### config.mk
export PLATFORM = sky130hd
export DESIGN_NAME = fp_mul_result_buffer
export DESIGN_NICKNAME = d
export VERILOG_FILES = /design/src/rtl/fp_mul_result_buffer.sv
export SDC_FILE = /design/constraint.sdc
export NUM_CORES = 1
export LEC_CHECK = 0
export CAP_MARGIN = 0
export CORE_MARGIN = 4
export CORE_UTILIZATION = 25
export CTS_BUF_LIST = sky130_fd_sc_hd__clkbuf_16
export CTS_CLUSTER_DIAMETER = 40
export DETAILED_ROUTE_END_ITERATION = 10
export GPL_ROUTABILITY_DRIVEN = 1
export PLACE_DENSITY = 0.46
export SYNTH_ARGS = -nofsm -noshare
export SYNTH_HDL_FRONTEND = slang
export SYNTH_SLANG_ARGS = --single-unit
### constraint.sdc
create_clock -name clk_i -period 4.18 [get_ports clk_i]
set_input_delay 0.627 -clock clk_i [delete_from_list [all_inputs] [get_ports clk_i]]
set_output_delay 0.627 -clock clk_i [all_outputs]
set_load 0.01 [all_outputs]
### src/rtl/fp_mul_result_buffer.sv
// Result buffer behind the FP32 multiplier: a small FIFO with backpressure, sticky IEEE
// exception flags and a delivered-result counter.
module fp_mul_result_buffer #(
  parameter int unsigned DEPTH     = 4,
  parameter int unsigned TAG_WIDTH = 1,
  parameter int unsigned CNT_WIDTH = 32
) (
  input  logic                     clk_i,
  input  logic                     rst_ni,
  input  logic [31:0]              mul_result_i,
  input  logic [4:0]               mul_status_i,
  input  logic [TAG_WIDTH-1:0]     mul_tag_i,
  input  logic                     mul_valid_i,
  output logic                     mul_ready_o,
  output logic [31:0]              out_result_o,
  output logic [4:0]               out_status_o,
  output logic [TAG_WIDTH-1:0]     out_tag_o,
  output logic                     out_valid_o,
  input  logic                     out_ready_i,
  input  logic                     flush_i,
  input  logic                     fflags_clr_i,
  output logic [4:0]               fflags_o,
  output logic [$clog2(DEPTH):0]   occupancy_o,
  output logic [CNT_WIDTH-1:0]     result_cnt_o
);

  localparam int unsigned PtrW = $clog2(DEPTH);
  localparam int unsigned OccW = PtrW + 1;

  typedef struct packed {
    logic [31:0]          result;
    logic [4:0]           status;
    logic [TAG_WIDTH-1:0] tag;
  } entry_t;

  entry_t               mem_q [DEPTH];
  logic [PtrW-1:0]      wr_ptr_q, wr_ptr_d;
  logic [PtrW-1:0]      rd_ptr_q, rd_ptr_d;
  logic [OccW-1:0]      occ_q, occ_d;
  logic [4:0]           fflags_q, fflags_d;
  logic [CNT_WIDTH-1:0] cnt_q, cnt_d;
  logic                 push, pop;
  entry_t               head;

  // Handshakes depend only on registered occupancy, so a pop never frees a slot same-cycle.
  assign mul_ready_o = occ_q < OccW'(DEPTH);
  assign out_valid_o = occ_q != '0;
  assign push        = mul_valid_i && mul_ready_o && !flush_i;
  assign pop         = out_valid_o && out_ready_i && !flush_i;

  always_comb begin
    wr_ptr_d = wr_ptr_q;
    rd_ptr_d = rd_ptr_q;
    occ_d    = occ_q;
    cnt_d    = cnt_q;
    fflags_d = fflags_clr_i ? 5'b0 : fflags_q;
    if (flush_i) begin
      wr_ptr_d = '0;
      rd_ptr_d = '0;
      occ_d    = '0;
    end else begin
      if (push) begin
        // Pointer width equals log2(DEPTH), so the increment wraps modulo DEPTH.
        wr_ptr_d = wr_ptr_q + PtrW'(1);
        fflags_d = fflags_d | mul_status_i;
      end
      if (pop) begin
        rd_ptr_d = rd_ptr_q + PtrW'(1);
        cnt_d    = cnt_q + CNT_WIDTH'(1);
      end
      unique case ({push, pop})
        2'b10:   occ_d = occ_q + OccW'(1);
        2'b01:   occ_d = occ_q - OccW'(1);
        default: occ_d = occ_q;
      endcase
    end
  end

  always_ff @(posedge clk_i or negedge rst_ni) begin
    if (!rst_ni) begin
      wr_ptr_q <= '0;
      rd_ptr_q <= '0;
      occ_q    <= '0;
      fflags_q <= '0;
      cnt_q    <= '0;
    end else begin
      wr_ptr_q <= wr_ptr_d;
      rd_ptr_q <= rd_ptr_d;
      occ_q    <= occ_d;
      fflags_q <= fflags_d;
      cnt_q    <= cnt_d;
    end
  end

  // Storage needs no reset; validity is tracked by occupancy alone.
  always_ff @(posedge clk_i) begin
    if (push) begin
      mem_q[wr_ptr_q] <= '{result: mul_result_i, status: mul_status_i, tag: mul_tag_i};
    end
  end

  assign head         = mem_q[rd_ptr_q];
  assign out_result_o = head.result;
  assign out_status_o = head.status;
  assign out_tag_o    = head.tag;
  assign fflags_o     = fflags_q;
  assign occupancy_o  = occ_q;
  assign result_cnt_o = cnt_q;

endmodule

==> Word-level counts from Yosys, hierarchy flattened <==
Memory sizes are Yosys's and may differ from the RTL's.
Cells that the tools add are included.
{ "totals": {"ff_bits": 44, "ramBits": 152, "inputBits": 44, "elab_cells": 37, "memories": 1} }
{ "op_classes": {"add_sub_neg": 5, "order_cmp": 1, "n_eq_ne": 2, "mux": 11, "bitwise_logic": 2, "n_reduce_logical": 10} }
{ "mem_list": {"columns": ["name", "words", "word_bits", "read_ports", "rd_ports_with_merged_regs", "write_ports", "line", "source"], "rows": [
  ["mem_q", 4, 38, 1, 0, 1, "36", "entry_t mem_q [DEPTH];"]
]} }
{ "ops": {"columns": ["cell", "n"], "rows": [
  ["adder 32 x 1 -> 32 bit (second input constant)", 1],
  ["2-to-1 mux 5 bit", 3],
  ["2-to-1 mux 2 bit", 4],
  ["one-hot mux 3 bit (2 select lines)", 1],
  ["nonzero test 3 bit", 2],
  ["bitwise OR 5 bit", 1],
  ["adder 2 x 1 -> 2 bit (second input constant)", 2],
  ["logical AND 1 bit", 4],
  ["nonzero test 2 bit", 2],
  ["adder 3 x 1 -> 3 bit (second input constant)", 1],
  ["< comparator 3 bit (second input constant)", 1],
  ["2-to-1 mux 3 bit", 1],
  ["subtractor 3 x 1 -> 3 bit (second input constant)", 1],
  ["== test 2 x 1 -> 1 bit (second input constant)", 1],
  ["== test 2 bit (second input constant)", 1],
  ["2-to-1 mux 1 bit", 2],
  ["AND reduction 2 bit", 1],
  ["zero test 1 bit", 1],
  ["NOT 1 bit", 1]
]} }

==> Logic depth before layout (Yosys ltp) <==
Gate-level depths: netlist (run 1).
{ "logic_depth": {"depth_word": 6, "ltp_mapped": 9} }

==> Least setup slack after synthesis (run 1) <==
Ideal clock, no wire load.
{ "synth_path": {"path_kind": "input -> register", "from": "input port mul_valid_i", "to": "memory mem_q[0][0] (netlist name) (enable)", "setup_time_ps": 399, "arrival_time_ps": 2281, "required_time_ps": 3781, "slack_ps": 1500, "path_stages": 5, "path_buffers": 2, "path_cell_list": "and2b_1 -> clkbuf_1 -> nor2b_1 -> clkbuf_1 -> and2_1"} }
{ "synth_via": {"elab_chain_len": 4} }
{ "synth_rtl": {"columns": ["element", "line", "source"], "rows": [
  ["start, declared", "13", "input logic mul_valid_i,"],
  ["logical AND 1 bit (2 in a row)", "48", "assign push = mul_valid_i && mul_ready_o && !flush_i;"],
  ["2-to-1 mux 1 bit", "97", "if (push) begin"],
  ["2-to-1 mux 1 bit (implied by the code)", "98", "mem_q[wr_ptr_q] <= '{result: mul_result_i, status: mul_status_i, tag: mul_tag_i};"],
  ["end, declared", "36", null]
]} }
No other way between the ends.

==> Final worst setup path (run 1) <==
{ "layout_path": {"from": "register rd_ptr_q[0]", "to": "output port out_result_o[30]"} }
{ "layout_via": {"elab_chain_len": 1} }
{ "layout_rtl": {"columns": ["element", "line", "source"], "rows": [
  ["start, declared", "38", "logic [PtrW-1:0] rd_ptr_q, rd_ptr_d;"],
  ["start signal, assigned", "88", "rd_ptr_q <= rd_ptr_d;"],
  ["memory (4 x 38 bit)", null, null],
  ["end, declared", "15", "output logic [31:0] out_result_o,"]
]} }
No other way between the ends.

==> results of run 1 <==
## worst reg2reg max path: cells and delay by family (launching register included)
| kind | cells | cell delay [ns] |
|---|---|---|
| simple gates | 3 | 1.63 |
| flops | 1 | 0.48 |
| buf+inv | 1 | 0.25 |
## cell usage in the layout, fill, tap and decap left out, drive strengths merged, types with 12 or more instances in the layout
| cell type | n |
|---|---|
| inv | 21 |
| xor2 | 13 |
| nor2 | 16 |
| edfxtp | 152 |
| dfrtp | 44 |
| nand3 | 12 |
| clkbuf | 17 |
| mux4 | 38 |
| nand2 | 21 |
| clkdlybuf4s50 | 122 |
| xnor2 | 23 |
## metal layers
layer  share of wire (%)  GRT usage [%]  vias up
met5                0.10              0        -
met4                0.84           2.43        2
met3                 6.3           3.71       13
met2                  46           15.9      112
met1                  46           14.0     2023
li1                    -              -     1787
## sequential cells by signal, indices dropped and copies added, names as in the netlist
register      count
fflags_o          5
mem_q           152
occupancy_o       3
rd_ptr_q          2
result_cnt_o     32
wr_ptr_q          2
## how the worst max path moves through the flow
stage | start | slack, ns | cells after the start | to
detailed placement | mul_valid_i | 0.86 | 5 | mem_q[1][22]$_DFFE_PP_
CTS | rd_ptr_q[0]$_DFFE_PN0P_ | 0.84 | 2 | out_result_o[30]
finish | rd_ptr_q[0]$_DFFE_PN0P_ | 0.96 | 2 | out_result_o[30]
floorplan | mul_valid_i | 1.50 | 5 | mem_q[0][0]$_DFFE_PP_
global route | rd_ptr_q[0]$_DFFE_PN0P_ | 0.74 | 2 | out_result_o[30]
global placement | mul_valid_i | 0.91 | 5 | mem_q[1][20]$_DFFE_PP_
## per-stage QoR
| step | worst slack [ns] | util (%) | total power (W) | hold slack [ns] |
|---|---|---|---|---|
| CTS | 0.844 | 33.4 | 0.00542 | 0.396 |
| global placement | 0.911 | 31.2 | 0.00363 | 0.472 |
| detailed placement | 0.857 | 31.2 | 0.00364 | 0.472 |
| finish | 0.964 | 33.4 | 0.00530 | 0.370 |
| global route | 0.745 | 33.4 | 0.00558 | 0.438 |
| floorplan | 1.50 | - | 0.00301 | 0.331 |
## where the power goes
group	switching (W)	leakage [nW]	internal [W]
Sequential	0.000212	1.97	0.00224
Clock	0.000896	0.311	0.000850
Combinational	0.000426	1.10	0.000679
## logic make-up (layout without fill, tap and decap cells)
logic type      after synthesis  count (layout)  share of synthesized area, %
compound gates                8               8                         0.858
simple gates                 84              84                          6.44
buf+inv                      22             170                          1.16
flops                       196             196                          74.7
fa+ha+maj                     6               6                          1.09
xor+xnor                     36              36                          4.16
mux                          40              40                          11.6
## layout make-up
type                       count  area, sq um
multi-input combinational    174         1830
clock inverter                15          218
inverter                      10         37.5
sequential                   196         5670
fill                        2844        19800
clock buffer                  17          425
timing repair buffer         128         1280
tap                          390          488
==> out/metrics.cfg, run 1 <==
[floorplan]
core_area_sq_um = 29800
chipWidth_microns = 182
rows = 63
start_util_pct = 25.4
dieArea_sq_um = 33200
io_pins = 124
die_height_microns = 182

[route]
initialDrtViolationCount = 181
viasPerCell = 4.23
vias = 3937
ant_nets = 0
dr.pass1.iters = 4
drc = 0
wl_microns = 16800
detail_route.wl_per_cell_microns = 18.1

[clock_network]
hold_buffers = 0
cts-root-buf = clkbuf_16
clk_pin_slew_ns = 0.08
worstSkewPairLatency_ns = 0.44
cts.repair.resized = 0
post_cts.repair.setup_buffers = 0
cts-buffers-inserted = 17
htree_levels = 4
clock_sinks = 196
cts_buffer_depth = 2
cts_tree = yes

[timing]
grt_setup_unrepaired = false
maxSlewViolCount = 0
skew_ns = 0.0132
finalHoldViolCount = 0
period_minus_slack_ns = 3.22
finalSetupTns_ns = 0
finalCritPeriodShare_pct = 76.9
worstMarginPinSlew_ns = 1.05
setup_violations = 0
slew_headroom_pct = 29.9
fmax_ghz = 0.311

[placed_design]
placed_area_sq_um = 9310
place_congestion = 0.790
dp_hpwl_microns = 10600
port-buffer-count = 123
dp_cells = 898

[setup_path]
cp-end-kind = output port
ff2ff_path_depth = 4
r2r-end = mem_q[1][34]$_DFFE_PP_
ff2ff_setup_slack_ns = 1.53
critical_path.cell_chain = mux4_2 > clkdlybuf4s50_1
crit_type = register to output port
critical_path.slowest_cell = dfrtp_4
cp-start-kind = register
critPathMaxStageDelay_ns = 0.98
cpLargestDelayFamily = flip-flops
path_buf_inv = 1
required_ns = 3.55
r2r-start = occupancy_o[2]$_DFFE_PN0P_
crit_fanout = 40
arrival_ns = 2.59

[synthesis]
synth-edff-count = 152
ys_ff_latch = 196
synth.avg_cell_area_sq_um = 19.3
ys_seq_area_share_pct = 74.7
syn_area_sq_um = 7580
yosysUniqueCellTypes = 39
synth_top_area_cell = edfxtp_1
ys_warn_count = 0
synth_area_leaders = edfxtp_1 (60%), dfrtp_1 (15%), mux4_2 (11%), xnor2_1 (2.7%), xor2_1 (1.5%)
netlist_instances = 392
synth_most_common_cell = edfxtp_1
yosys-top-cells-count = edfxtp_1 (152), dfrtp_1 (44), mux4_2 (38), xnor2_1 (23), nand2_1 (21)
yosysTopAreaCellShare_pct = 60.2
syn_nets = 442
async_flop_share_pct = 22.4
ys.flop_type = edfxtp_1

[worst_hold_path]
hold_path.class = primary input to asynchronous set/reset pin

[global_routing]
antenna_found_initial = 1
gr-total-overflow = 0
grt_pass1_vias = 4352
grt_start_max_net_pins = 45
grt_usage_pct = 10.3
grt_first_pass_wirelength_microns = 26200

[status]
status = finished clean

[cells_and_area]
area_delta_synth_final_pct = 31.2
fin_area_sq_um = 9950
drive_above_1_share_pct = 17.2
final_cells = 930
fin_nets = 577
insertedDiodeCount = 0

[pwr]
vdd_drop_max_mv = 0.244
p_per_area_nw_per_um2 = 533
p_leak_nw = 3.39

[job]
cap_viol_max_count = 0

No activity file was read; power rests on OpenSTA's default activity.
==> run 2: changes to the inputs <==
==> constraint.sdc (replaced) <==
create_clock -name clk_i -period 3.35 [get_ports clk_i]
set_input_delay 0.5025 -clock clk_i [delete_from_list [all_inputs] [get_ports clk_i]]
set_output_delay 0.5025 -clock clk_i [all_outputs]
set_load 0.01 [all_outputs]
==> run 2 against run 1 <==
  * Combinational power is 33% higher
  * Via count decreased by 0.56%
  * First-iteration DRC count down 3.9%
  * Worst setup slack got worse by 0.61 ns
  * Sequential cell count did not move
  * Final area up 0.86%
  * Clock skew down 0.0027 ns
  * Sequential power is 22% higher
  * Non-clock buffer count grew 6
  * Register-to-register slack worse by 0.76 ns
  * Critical endpoint is now out_result_o[31]
  * Clock power is 18% higher
  * Count of clock-buffer cells in the layout is the same
==> out/metrics.cfg, run 2 (synthesized netlist as in run 1, its figures left out) <==
[timing]
final.setup.worst_slack_ns = 0.355  ; was 0.964 ns
slew_headroom_pct = 48.5  ; was 29.9%
skew_ns = 0.0105  ; was 0.0132 ns
grt_setup_unrepaired = false  ; unchanged
finalHoldViolCount = 0  ; unchanged
worstMarginPinSlew_ns = 0.772  ; was 1.05 ns
setup_violations = 0  ; unchanged
maxSlewViolCount = 0  ; unchanged
hold_ws_ns = 0.150  ; was 0.370 ns
finalCritPeriodShare_pct = 89.4
finalSetupTns_ns = 0  ; unchanged
fmax_ghz = 0.334
period_minus_slack_ns = 3.00

[cells_and_area]
fin_nets = 583  ; was 577
fin_area_sq_um = 10000  ; was 9950 sq um
largest_register_ffs = 152  ; unchanged
largest-register = mem_q  ; unchanged
area_delta_synth_final_pct = 32.3  ; was 31.2%
insertedDiodeCount = 0  ; unchanged
drive_above_1_share_pct = 18.1  ; was 17.2%
mostFrequentLayoutCells = edfxtp_1 (152), clkdlybuf4s50_1 (122), dfrtp_1 (42)  ; unchanged
layout_commonest_cell = edfxtp_1  ; unchanged

[floorplan]
start_util_pct = 25.4  ; unchanged
dieArea_sq_um = 33200  ; unchanged
io_pins = 124  ; unchanged
chipWidth_microns = 182  ; unchanged
die_height_microns = 182  ; unchanged
core_area_sq_um = 29800  ; unchanged
rows = 63  ; unchanged

[clock_network]
hold_buffers = 0  ; unchanged
cts_buffer_depth = 2  ; unchanged
worstSkewPairLatency_ns = 0.43  ; was 0.44 ns
post_cts.repair.setup_buffers = 0  ; unchanged
clock_sinks = 196  ; unchanged
cts.repair.resized = 0  ; unchanged
htree_levels = 4  ; unchanged
cts-buffers-inserted = 17  ; unchanged
cts_tree = yes  ; unchanged
cts-root-buf = clkbuf_16  ; unchanged
clk_pin_slew_ns = 0.08  ; about the same

[route]
initialDrtViolationCount = 174  ; was 181
detail_route.wl_per_cell_microns = 17.5  ; was 18.1 microns
viasPerCell = 4.18  ; was 4.23
drc = 0  ; unchanged
dr.pass1.iters = 4  ; unchanged
wl_microns = 16400  ; was 16800 microns
ant_nets = 0  ; unchanged
vias = 3915  ; was 3937

[setup_path]
worstSetupStartpoint = rd_ptr_q[0]$_DFFE_PN0P_  ; unchanged
ff2ff_path_depth = 9  ; was 4
required_ns = 2.85  ; was 3.55 ns
cpLargestDelayFamily = flip-flops  ; unchanged
critical_path.slowest_cell = dfrtp_4  ; unchanged
path_buf_inv = 2  ; was 1
ff2ff_setup_slack_ns = 0.77  ; was 1.53 ns
cp-end-kind = output port  ; unchanged
crit_fanout = 25  ; was 40
arrival_ns = 2.49  ; was 2.59 ns
critPathMaxStageDelay_ns = 0.78  ; was 0.98 ns
r2r-end = occupancy_o[2]$_DFFE_PN0P_  ; was mem_q[1][34]$_DFFE_PP_
critical_path.cell_chain = buf_4 > mux4_2 > clkdlybuf4s50_1  ; was mux4_2 > clkdlybuf4s50_1
crit_type = register to output port  ; unchanged
r2r-start = occupancy_o[2]$_DFFE_PN0P_  ; unchanged
cp-start-kind = register  ; unchanged

[pwr]
power_w = 0.00654  ; was 0.00530 W
p_leak_nw = 3.42  ; was 3.39 nW
vdd_drop_max_mv = 0.312  ; was 0.244 mV
p_per_area_nw_per_um2 = 651  ; was 533 nW/um^2

[placed_design]
port-buffer-count = 123  ; unchanged
place_congestion = 0.760  ; was 0.790
dp_slack_ns = 0.642  ; was 0.857 ns
dp_hpwl_microns = 11000  ; was 10600 microns
placed_area_sq_um = 9410  ; was 9310 sq um

[global_routing]
grt_pass1_vias = 4327  ; was 4352
grt_usage_pct = 10.3  ; about the same
grt_first_pass_wirelength_microns = 26200  ; about the same
antenna_found_initial = 0  ; was 1
grt_start_max_net_pins = 37  ; was 45
gr-total-overflow = 0  ; unchanged

[worst_hold_path]
hold_path.class = primary input to asynchronous set/reset pin  ; unchanged

[job]
cap_viol_max_count = 0  ; unchanged

[status]
status = finished clean  ; unchanged

run 2: metal layers:
metal	up-vias	part of all wire [%]	routed length (microns)	GRT usage, %
met5	-	0	0	0
met4	0	0.45	74	1.98
met3	4	5.3	866	3.57
met2	112	48	7790	16.2
met1	1991	47	7620	14.0
li1	1808	-	-	-
run 2: report_power, final:
group,internal (W),switching [W]
combinational,0.000889,0.000594
clock,0.00103,0.00103
sequential,0.00280,0.000195
run 2: cell type report:
cell class                 instances  area [sq um]
inverter                          10          37.5
fill                            2843         19800
multi-input combinational        174          1830
clock buffer                      17           425
tap                              390           488
sequential                       196          5670
timing repair buffer             134          1380
clock inverter                    15           195
run 2: worst max path at each step:
stage	to	cells past startpoint
2_1_floorplan	mem_q[0][0]$_DFFE_PP_	5
3_3_place_gp	mem_q[1][14]$_DFFE_PP_	6
3_5_place_dp	mem_q[1][14]$_DFFE_PP_	6
4_1_cts	out_result_o[31]	3
5_1_grt	out_result_o[18]	3
6_report	out_result_o[31]	3
run 2: stage by stage:
step | utilization (%) | cells
CTS | 33.7 | 936
detailed placement | 31.6 | 904
global route | 33.7 | 936
floorplan | - | 392
global placement | 31.6 | 904
finish | 33.7 | 936
==> run 3: changes to the inputs <==
--- a/config.mk
+++ b/config.mk
@@ -5,14 +5,14 @@
 export SDC_FILE = /design/constraint.sdc
 export NUM_CORES = 1
 export LEC_CHECK = 0
-export CAP_MARGIN = 0
+export ABC_AREA = 1
 export CORE_MARGIN = 4
 export CORE_UTILIZATION = 25
 export CTS_BUF_LIST = sky130_fd_sc_hd__clkbuf_16
 export CTS_CLUSTER_DIAMETER = 40
 export DETAILED_ROUTE_END_ITERATION = 10
 export GPL_ROUTABILITY_DRIVEN = 1
-export PLACE_DENSITY = 0.46
+export PLACE_DENSITY = 0.45
 export SYNTH_ARGS = -nofsm -noshare
 export SYNTH_HDL_FRONTEND = slang
 export SYNTH_SLANG_ARGS = --single-unit
==> run 3 against run 2 <==
  * Die area up 8.6%
  * Sequential cell count unchanged
  * Utilization down 0.61 points
  * Count of clock-buffer cells in the layout unchanged
  * Global-route usage up 1.6 points
  * Critical path depth up 1
  * Sequential power down 8.0%
  * Non-clock buffer count up 3
  * Largest cell class unchanged
==> out/metrics.cfg, run 3 <==
[timing]
setup_violations = 0  ; unchanged
finalHoldViolCount = 0  ; unchanged
maxSlewViolCount = 0  ; unchanged
slew_headroom_pct = 48.1  ; was 48.5%
period_minus_slack_ns = 3.01  ; was 3.00 ns
finalSetupTns_ns = 0  ; unchanged
worstMarginPinSlew_ns = 0.779  ; was 0.772 ns
finalCritPeriodShare_pct = 90.0  ; was 89.4%
skew_ns = 0.0131  ; was 0.0105 ns
fmax_ghz = 0.332  ; was 0.334 GHz
grt_setup_unrepaired = false  ; unchanged

[synthesis]
yosysUniqueCellTypes = 29  ; was 39
yosys-top-cells-count = nand2_1 (165), edfxtp_1 (152), nor2_1 (127), o21ai_0 (81)  ; was edfxtp_1 (152), dfrtp_1 (44), mux4_2 (38), xnor2_1 (23), nand2_1 (21)
syn_nets = 808  ; was 442
synth_top_area_cell = edfxtp_1  ; unchanged
synth_most_common_cell = nand2_1  ; was edfxtp_1
ys_warn_count = 0  ; unchanged
ys_ff_latch = 196  ; unchanged
syn_area_sq_um = 8260  ; was 7580 sq um
synth-edff-count = 152  ; unchanged
ys_seq_area_share_pct = 68.6  ; was 74.7%
netlist_instances = 758  ; was 392
synth.avg_cell_area_sq_um = 10.9  ; was 19.3 sq um
synth_area_leaders = edfxtp_1 (55%), dfrtp_1 (13%), nand2_1 (7.5%), nor2_1 (5.8%), o21ai_0 (4.9%)  ; was edfxtp_1 (60%), dfrtp_1 (15%), mux4_2 (11%), xnor2_1 (2.7%), xor2_1 (1.5%)
yosysTopAreaCellShare_pct = 55.2  ; was 60.2%
ys.flop_type = edfxtp_1  ; unchanged
async_flop_share_pct = 22.4  ; unchanged

[setup_path]
worstSetupPathDepth = 4  ; was 3
cp-end-kind = output port  ; unchanged
r2r-start = occupancy_o[2]$_DFFE_PN0P_  ; unchanged
arrival_ns = 2.51  ; was 2.49 ns
required_ns = 2.85  ; about the same
critical_path.cell_chain = buf_4 > o21ai_0 > o22ai_1 > clkdlybuf4s50_1  ; was buf_4 > mux4_2 > clkdlybuf4s50_1
path_buf_inv = 2  ; unchanged
worstSetupStartpoint = rd_ptr_q[0]$_DFFE_PN0P_  ; unchanged
crit_type = register to output port  ; unchanged
ff2ff_setup_slack_ns = 1.31  ; was 0.77 ns
ff2ff_path_depth = 5  ; was 9
cpLargestDelayFamily = buffers and inverters  ; was flip-flops
cp-start-kind = register  ; unchanged
crit_fanout = 77  ; was 25
critPathMaxStageDelay_ns = 0.60  ; was 0.78 ns
critical_path.slowest_cell = buf_4  ; was dfrtp_4

[cells_and_area]
final_cells = 1342  ; was 936
mostFrequentLayoutCells = nand2_1 (165), edfxtp_1 (152), nor2_1 (123)  ; was edfxtp_1 (152), clkdlybuf4s50_1 (122), dfrtp_1 (42)
insertedDiodeCount = 0  ; unchanged
final.fill_count = 3280  ; was 2843
fin_nets = 937  ; was 583
fin_area_sq_um = 10800  ; was 10000 sq um
area_delta_synth_final_pct = 30.2  ; was 32.3%
layout_commonest_cell = nand2_1  ; was edfxtp_1
drive_above_1_share_pct = 7.89  ; was 18.1%
largest-register = mem_q  ; unchanged
postLayoutCoreUtil_pct = 33.1  ; was 33.7%
largest_register_ffs = 152  ; unchanged

[pwr]
p_sw_w = 0.00147  ; was 0.00182 W
p_int_w = 0.00401  ; was 0.00471 W
vdd_drop_max_mv = 0.339  ; was 0.312 mV
power_frac_seq_pct = 50.2  ; was 45.8%
combPwrFrac_pct = 9.8  ; was 22.7%
p_per_area_nw_per_um2 = 509  ; was 651 nW/um^2
p_sw_share_pct = 26.8  ; was 27.9%
p_leak_nw = 3.87  ; was 3.42 nW
clock_power_share_pct = 39.9  ; was 31.5%

[global_routing]
gr-total-overflow = 0  ; unchanged
grt_first_pass_wirelength_microns = 33200  ; was 26200 microns
grt_usage_pct = 11.9  ; was 10.3%
grt_start_max_net_pins = 78  ; was 37
grt_pass1_vias = 5688  ; was 4327
antenna_found_initial = 0  ; unchanged

[job]
cap_viol_max_count = 0  ; unchanged

[route]
wl_met3_microns = 1030  ; was 866 microns
wl_microns = 21500  ; was 16400 microns
vias = 5786  ; was 3915
ant_nets = 0  ; unchanged
viasPerCell = 4.31  ; was 4.18
dr.pass1.iters = 4  ; unchanged
drc = 0  ; unchanged
detail_route.wl_per_cell_microns = 16.0  ; was 17.5 microns
routed.top_layer = met4  ; unchanged
initialDrtViolationCount = 298  ; was 174
wl_met2_microns = 10100  ; was 7790 microns
wl_met1_microns = 10200  ; was 7620 microns

[worst_hold_path]
hold_path.class = primary input to asynchronous set/reset pin  ; unchanged

[status]
status = finished clean  ; unchanged

[clock_network]
cts_buffer_depth = 2  ; unchanged
cts.repair.resized = 0  ; unchanged
cts-buffers-inserted = 17  ; unchanged
htree_levels = 4  ; unchanged
clock_sinks = 196  ; unchanged
clk_pin_slew_ns = 0.09  ; was 0.08 ns
hold_buffers = 0  ; unchanged
worstSkewPairLatency_ns = 0.44  ; was 0.43 ns
cts_tree = yes  ; unchanged
post_cts.repair.setup_buffers = 0  ; unchanged
cts-root-buf = clkbuf_16  ; unchanged

[floorplan]
die_height_microns = 190  ; was 182 microns
start_util_pct = 25.4  ; about the same
chipWidth_microns = 190  ; was 182 microns
io_pins = 124  ; unchanged
rows = 66  ; was 63
dieArea_sq_um = 36000  ; was 33200 sq um
core_area_sq_um = 32500  ; was 29800 sq um

[placed_design]
dp_hpwl_microns = 14000  ; was 11000 microns
place_congestion = 0.797  ; was 0.760
dp_cells = 1310  ; was 904
port-buffer-count = 123  ; unchanged
placed_area_sq_um = 10100  ; was 9410 sq um

[run 3: changes by cell type after synthesis, moves of 15 or more]
cell | previous run | this run
o21ai_0 | 5 | 81
xnor2_1 | 23 | 1
clkbuf_1 | 7 | 22
inv_1 | 10 | 44
nand2_1 | 21 | 165
mux4_2 | 38 | 0
nor2_1 | 16 | 127
o22ai_1 | 0 | 38
[run 3: cell type report]
type,instances,area (sq um),share of cell area [%]
Clock buffer,17,425,3.95
Clock inverter,15,228,2.12
Inverter,47,176,1.64
Multi-Input combinational cell,488,2340,21.7
Sequential cell,196,5670,52.7
Tap cell,442,553,5.14
Timing Repair Buffer,137,1370,12.7
[run 3: routing by layer]
layer  vias to the layer above  global-route usage (%)
met5                         -                       0
met4                         0                    2.09
met3                        10                    2.94
met2                       144                    19.6
met1                      2766                    16.2
li1                       2866                       -
[run 3: worst reg2reg max path, cell delays in order (launching register included)]
cell and delay, ns:
dfrtp_1 0.45, nor3_2 0.17, buf_4 0.18, inv_1 0.17, nor2_4 0.48, buf_12 0.27
[run 3: worst paths after layout]
| kind | end |
|---|---|
| max in group asynchronous | result_cnt_o[19]$_DFFE_PN0P_ |
| setup / recovery | out_tag_o |
| setup reg to reg | mem_q[0][9]$_DFFE_PP_ |
| hold reg to reg | fflags_o[0]$_DFF_PN0_ |
| hold / removal | result_cnt_o[8]$_DFFE_PN0P_ |
| min in group clk_i | fflags_o[0]$_DFF_PN0_ |
[run 3: power by group through the flow]
| stage | Sequential [W] | Clock, W | Combinational [W] |
|---|---|---|---|
| floorplan | 0.00281 | 0 | 0.000212 |
| global placement | 0.00281 | 0 | 0.000551 |
| detailed placement | 0.00281 | 0 | 0.000548 |
| CTS | 0.00275 | 0.00226 | 0.000551 |
| global route | 0.00276 | 0.00238 | 0.000592 |
| finish | 0.00275 | 0.00219 | 0.000539 |
[run 3: through the flow]
stage	worst slack (ns)	hold WS, ns	power, W
2_1_floorplan	0.287	0.207	0.00302
3_3_place_gp	0.740	0.532	0.00336
3_5_place_dp	0.703	0.527	0.00335
4_1_cts	0.264	0.0691	0.00556
5_1_grt	0.116	0.0980	0.00573
6_report	0.336	0.0636	0.00548
[run 3: logic make-up (layout without fill, tap and decap cells)]
family | Yosys count | in the layout | synth area share, %
AO/OA/AOI/OAI | 128 | 128 | 8.36
buffers and inverters | 74 | 216 | 3.51
flip-flops | 196 | 196 | 68.6
adder cells (fa/ha/maj) | 6 | 6 | 0.999
AND/OR/NAND/NOR | 340 | 340 | 17.1
XOR/XNOR | 14 | 14 | 1.48
